File: src/rtl/attack_input_arbiter_pkg.sv
// Shared constants for the attack input arbiter: choice encoding, PS/2 key codes,
// scan-code prefixes and the arbiter FSM state type.
package attack_input_arbiter_pkg;

  localparam logic [1:0] PUNCH = 2'b00;
  localparam logic [1:0] KICK  = 2'b01;
  localparam logic [1:0] BAT   = 2'b10;
  localparam logic [1:0] SWORD = 2'b11;

  localparam logic [7:0] SCAN_PP = 8'h1C;
  localparam logic [7:0] SCAN_PK = 8'h1B;
  localparam logic [7:0] SCAN_PB = 8'h23;
  localparam logic [7:0] SCAN_PS = 8'h1D;
  localparam logic [7:0] SCAN_EP = 8'h3B;
  localparam logic [7:0] SCAN_EK = 8'h42;
  localparam logic [7:0] SCAN_EB = 8'h4B;
  localparam logic [7:0] SCAN_ES = 8'h43;

  localparam logic [7:0] PREFIX_BREAK = 8'hF0;
  localparam logic [7:0] PREFIX_EXT   = 8'hE0;

  typedef enum logic [2:0] {
    IDLE,
    P_SELECT,
    P_RESOLVE,
    E_SELECT,
    E_RESOLVE
  } arb_state_t;

endpackage

File: src/rtl/attack_input_arbiter_prefix_filter.sv
// PS/2 prefix filter: swallows F0 (break) and E0 (extended) prefixes together with
// the byte that follows each, passing only plain make codes downstream.
module ps2_prefix_filter
  import attack_input_arbiter_pkg::*;
(
  input  logic       clk,
  input  logic       rst,
  input  logic [7:0] scan_code,
  input  logic       scan_valid,
  output logic [7:0] make_code,
  output logic       make_valid
);

  logic brk;
  logic ext;

  // Combinational pass-through so an accepted make code costs no extra cycle.
  assign make_code  = scan_code;
  assign make_valid = scan_valid && !brk && !ext &&
                      (scan_code != PREFIX_BREAK) && (scan_code != PREFIX_EXT);

  always_ff @(posedge clk) begin
    if (rst) begin
      brk <= 1'b0;
      ext <= 1'b0;
    end else if (scan_valid) begin
      if (brk || ext) begin
        brk <= 1'b0;
        ext <= 1'b0;
      end else if (scan_code == PREFIX_BREAK) begin
        brk <= 1'b1;
      end else if (scan_code == PREFIX_EXT) begin
        ext <= 1'b1;
      end
    end
  end

endmodule

File: src/rtl/attack_input_arbiter.sv
// Turn arbiter: converts filtered make codes into alternating player/enemy attack
// commands, rejecting exhausted weapons and auto-punching on turn timeout.
module attack_input_arbiter
  import attack_input_arbiter_pkg::*;
#(
  parameter logic [31:0] TIMEOUT_CYCLES = 32'd500_000_000,
  parameter logic [7:0]  KEY_PP = SCAN_PP,
  parameter logic [7:0]  KEY_PK = SCAN_PK,
  parameter logic [7:0]  KEY_PB = SCAN_PB,
  parameter logic [7:0]  KEY_PS = SCAN_PS,
  parameter logic [7:0]  KEY_EP = SCAN_EP,
  parameter logic [7:0]  KEY_EK = SCAN_EK,
  parameter logic [7:0]  KEY_EB = SCAN_EB,
  parameter logic [7:0]  KEY_ES = SCAN_ES
) (
  input  logic       clk,
  input  logic       rst,
  input  logic [7:0] scan_code,
  input  logic       scan_valid,
  input  logic       battle_start,
  input  logic       battle_end,
  input  logic       collision_detected,
  input  logic       player_remained_sword,
  input  logic       player_remained_baseballbat,
  input  logic       enemy_remained_sword,
  input  logic       enemy_remained_baseballbat,
  output logic [1:0] player_choice,
  output logic [1:0] enemy_choice,
  output logic       player_turn,
  output logic       enemy_turn,
  output logic       attack_valid,
  output logic       key_reject,
  output logic       timeout_pulse
);

  arb_state_t  state;
  logic [31:0] timer;
  logic [31:0] timer_next;
  logic [7:0]  make_code;
  logic        make_valid;
  logic        p_hit, e_hit;
  logic [1:0]  p_sel, e_sel;
  logic        p_blocked, e_blocked;
  logic        timeout_hit;

  ps2_prefix_filter u_filter (
    .clk        (clk),
    .rst        (rst),
    .scan_code  (scan_code),
    .scan_valid (scan_valid),
    .make_code  (make_code),
    .make_valid (make_valid)
  );

  always_comb begin
    p_hit = 1'b0;
    p_sel = PUNCH;
    e_hit = 1'b0;
    e_sel = PUNCH;
    case (make_code)
      KEY_PP: begin p_hit = 1'b1; p_sel = PUNCH; end
      KEY_PK: begin p_hit = 1'b1; p_sel = KICK;  end
      KEY_PB: begin p_hit = 1'b1; p_sel = BAT;   end
      KEY_PS: begin p_hit = 1'b1; p_sel = SWORD; end
      KEY_EP: begin e_hit = 1'b1; e_sel = PUNCH; end
      KEY_EK: begin e_hit = 1'b1; e_sel = KICK;  end
      KEY_EB: begin e_hit = 1'b1; e_sel = BAT;   end
      KEY_ES: begin e_hit = 1'b1; e_sel = SWORD; end
      default: ;
    endcase
  end

  assign p_blocked = ((p_sel == BAT) && !player_remained_baseballbat) ||
                     ((p_sel == SWORD) && !player_remained_sword);
  assign e_blocked = ((e_sel == BAT) && !enemy_remained_baseballbat) ||
                     ((e_sel == SWORD) && !enemy_remained_sword);

  // A zero timeout disables auto-punch; the timer saturates rather than wrapping.
  assign timeout_hit = (TIMEOUT_CYCLES != 32'd0) && (timer == TIMEOUT_CYCLES - 32'd1);
  assign timer_next  = (timer == 32'hFFFF_FFFF) ? timer : timer + 32'd1;

  always_ff @(posedge clk) begin
    if (rst) begin
      state         <= IDLE;
      timer         <= 32'd0;
      player_choice <= PUNCH;
      enemy_choice  <= PUNCH;
      player_turn   <= 1'b0;
      enemy_turn    <= 1'b0;
      attack_valid  <= 1'b0;
      key_reject    <= 1'b0;
      timeout_pulse <= 1'b0;
    end else begin
      attack_valid  <= 1'b0;
      key_reject    <= 1'b0;
      timeout_pulse <= 1'b0;
      if (state != IDLE && battle_end) begin
        state       <= IDLE;
        timer       <= 32'd0;
        player_turn <= 1'b0;
        enemy_turn  <= 1'b0;
      end else begin
        case (state)
          IDLE: begin
            if (battle_start) begin
              state       <= P_SELECT;
              timer       <= 32'd0;
              player_turn <= 1'b1;
            end
          end
          P_SELECT: begin
            timer <= timer_next;
            if (make_valid && p_hit && !p_blocked) begin
              player_choice <= p_sel;
              attack_valid  <= 1'b1;
              state         <= P_RESOLVE;
            end else begin
              if (make_valid && p_hit) key_reject <= 1'b1;
              if (timeout_hit) begin
                player_choice <= PUNCH;
                attack_valid  <= 1'b1;
                timeout_pulse <= 1'b1;
                state         <= P_RESOLVE;
              end
            end
          end
          P_RESOLVE: begin
            if (collision_detected) begin
              state       <= E_SELECT;
              timer       <= 32'd0;
              player_turn <= 1'b0;
              enemy_turn  <= 1'b1;
            end
          end
          E_SELECT: begin
            timer <= timer_next;
            if (make_valid && e_hit && !e_blocked) begin
              enemy_choice <= e_sel;
              attack_valid <= 1'b1;
              state        <= E_RESOLVE;
            end else begin
              if (make_valid && e_hit) key_reject <= 1'b1;
              if (timeout_hit) begin
                enemy_choice  <= PUNCH;
                attack_valid  <= 1'b1;
                timeout_pulse <= 1'b1;
                state         <= E_RESOLVE;
              end
            end
          end
          E_RESOLVE: begin
            if (collision_detected) begin
              state       <= P_SELECT;
              timer       <= 32'd0;
              player_turn <= 1'b1;
              enemy_turn  <= 1'b0;
            end
          end
          default: begin
            state       <= IDLE;
            player_turn <= 1'b0;
            enemy_turn  <= 1'b0;
          end
        endcase
      end
    end
  end

endmodule

File: config.mk
export PLATFORM = sky130hd
export DESIGN_NAME = attack_input_arbiter
export DESIGN_NICKNAME = d
export VERILOG_FILES = /design/src/rtl/attack_input_arbiter_pkg.sv /design/src/rtl/attack_input_arbiter_prefix_filter.sv /design/src/rtl/attack_input_arbiter.sv
export SDC_FILE = /design/constraint.sdc
export NUM_CORES = 1
export LEC_CHECK = 0
export ABC_CLOCK_PERIOD_IN_PS = 1800
export CAP_MARGIN = 20
export CORE_MARGIN = 2
export CORE_UTILIZATION = 57
export DETAILED_ROUTE_END_ITERATION = 8
export DONT_BUFFER_PORTS = 1
export PLACE_DENSITY = 0.75
export REMOVE_ABC_BUFFERS = 1
export SLEW_MARGIN = 20
export SYNTH_ARGS = -nofsm -noshare
export SYNTH_HDL_FRONTEND = slang
export SYNTH_SLANG_ARGS = --single-unit
File: constraint.sdc
create_clock -name clk -period 1.8 [get_ports clk]
set_input_delay 0.18 -clock clk [delete_from_list [all_inputs] [get_ports clk]]
set_output_delay 0.18 -clock clk [all_outputs]
set_load 0.03 [all_outputs]
==> flow_summary.json <==
{
  "status": "finished with violations",
  "violations": "negative setup slack",
  "worst_slew_pin_slew_ps": 504,
  "drive_above_1_share_pct": 31.9,
  "grt_usage_pct": 24.9,
  "period_needed_ps": 1810,
  "syn_inst": 316,
  "ys_types": 65,
  "drc_errors": 0,
  "cts_tree": "done",
  "synth.area.top_cells": "dfxtp_1, xnor2_1, nor2_1, a211oi_1, nand2_1",
  "cts.sinks": 46,
  "synth_edf_count": 0,
  "holdWs_ps": 66.4,
  "drt_pass1_iterations": 4,
  "root_buffer": "clkbuf_8",
  "cts_max_level": 2,
  "fin_nets": 385,
  "setup_ws_ps": -5.83,
  "fin_skew_ps": 8.02,
  "clock.fmax_mhz": 554,
  "grt_pass1_wl_microns": 10500,
  "tns_ps": -5.83,
  "yosysTopAreaCell": "dfxtp_1",
  "drtAntennaViolNets": 0,
  "period_share_pct": 100,
  "pin_count": 27,
  "dp_cells": 406,
  "rows": 24,
  "grt.overflow.total": 0,
  "wl_microns": 6570,
  "wire_per_inst_microns": 15.7,
  "p_per_area_mw_per_mm2": 539,
  "rsz0062_at_grt": "true",
  "critPathLaunchType": "flop",
  "antenna_cells": 0,
  "finalSetupViolations": 1,
  "cts.path.max_buffers": 2,
  "drv_slew": 0,
  "dpl.hpwl_microns": 4510,
  "required_ps": 1990,
  "area_delta_synth_final_pct": 26.4,
  "arrival_ps": 2000,
  "vias_per_cell": 6.02,
  "drtIter0Drc": 161,
  "initial_core_util_pct": 60.1,
  "dpl_cell_area_sq_mm": 0.00304,
  "gp_congestion": 0.850,
  "path_clk_slew_ps": 90,
  "design_power_total_mw": 1.82,
  "worstSetupPathType": "reg2reg",
  "endpoint_kind": "flop",
  "ys_seq_area_share_pct": 34.5,
  "vias": 2523,
  "port-buffer-count": 0,
  "fin_cells": 419,
  "hold_viol_final": 0,
  "grt_pass1_vias": 2345,
  "grt_max_degree": 22,
  "antenna_found_initial": 0,
  "die_y_microns": 72.5,
  "syn-cell-area_sq_mm": 0.00267,
  "final_cell_mix": "buf_4, nor2_1, dfxtp_1",
  "max_cap_violations": 0,
  "ys_warn_count": 0,
  "numCtsBuffers": 5,
  "die_w_microns": 72.5,
  "relSlewSlack_pct": 66.4,
  "core_sq_mm": 0.00444,
  "ys_seq_elements": 46,
  "async_reset_ff_share_pct": 0,
  "final_common_cell": "buf_4",
  "hp-class": "in2reg",
  "ys.flop_type": "dfxtp_1",
  "clk_latency_ps": 300,
  "critical_path.max_fanout": 13,
  "synth.top_cell.area_share_pct": 34.5,
  "finalInstanceArea_sq_mm": 0.00338,
  "design.die.area_sq_mm": 0.00525,
  "leakagePower_nw": 1.15,
  "postSynthAreaPerCell_sq_um": 8.46,
  "vdd_ir_drop_max_uv": 533
}
[cells in the mapped netlist (3+ instances only)]
cell,number
a211oi_1,16
a21oi_1,13
and3_1,4
clkbuf_1,6
dfxtp_1,46
inv_1,11
nand2_1,22
nand2b_1,6
nand3_1,16
nand4_1,7
nor2_1,50
nor3_1,8
nor3b_1,5
nor4_1,8
o21a_1,3
o32a_1,3
or3_1,4
xnor2_1,28
[final timing paths]
kind / slack [ps] / depth (start not counted) / to / start
worst max register to register: -6 / 8 / timer[20] / state[0]
worst max-delay path: -6 / 8 / timer[20] / state[0]
worst min-delay path: 70 / 2 / enemy_choice[1] / scan_code[0]
worst min register to register: 540 / 2 / timer[4] / timer[4]
[worst max-delay path, stage by stage, from the launching register on]
cell       delay, ps
dfxtp_1          340
nand3b_1         180
a21oi_2          200
buf_4            140
o21ai_1           50
buf_4            200
a2111oi_2        380
xnor2_1          160
nor2_1            50
[report_power, final]
group / total [mW] / internal [mW] / switching, mW
clock: 0.648 / 0.310 / 0.337
sequential: 1.03 / 1.02 / 0.0107
combinational: 0.141 / 0.0571 / 0.0840
total: 1.82 / 1.39 / 0.432
[flip-flops by register name, summed over array words and instances (netlist names)]
name	flops
attack_valid	1
timer	32
key_reject	1
player_turn	1
state	3
enemy_choice	2
timeout_pulse	1
player_choice	2
u_filter.ext	1
u_filter.brk	1
enemy_turn	1
[metal layers]
layer  routed length, microns  global-route usage (%)  part of all wire (%)  up-vias
li1                         -                       -                     -     1248
met1                     2860                    33.1                    44     1183
met2                     3330                    41.5                    51       75
met3                      283                    4.86                   4.3       17
met4                       94                    6.58                   1.4        0
met5                        0                       0                     0        -
[cell type report]
cell class,instances,area [sq um]
clock inverters,1,5.00
clock buffers,7,86.3
fillers,306,1070
well taps,52,65.1
flip-flops and latches,46,938
repair buffers,56,442
inverters,11,41.3
multi-input cells,246,1800
[kinds of logic (layout without fill, tap and decap cells)]
group                      Yosys count  after routing  synth area share, %
AOI/OAI and AO/OA                   58             58                 16.5
xor gates and xnor gates            29             29                 9.50
adders and majority gates            1              1                0.468
buffers and inverters               24             75                 5.15
DFF                                 46             46                 34.5
muxes                                3              3                 1.17
and+or+nand+nor                    155            155                 32.8
[through the flow]
stage | utilization [%] | worst slack, ps
finish | 76.0 | -5.83
floorplan | - | -414
CTS | 72.1 | -34.4
detailed placement | 68.4 | -181
global placement | 68.4 | -112
global route | 76.0 | -83.1
[repair_timing]
action	in CTS	in global routing
endpoints found under the hold margin	5	0
pin swaps	2	7
hold buffers	2	0
setup buffers	1	2
resized for setup	10	38
endpoints found under the setup margin	20	38
No activity file was read; power rests on OpenSTA's default activity.
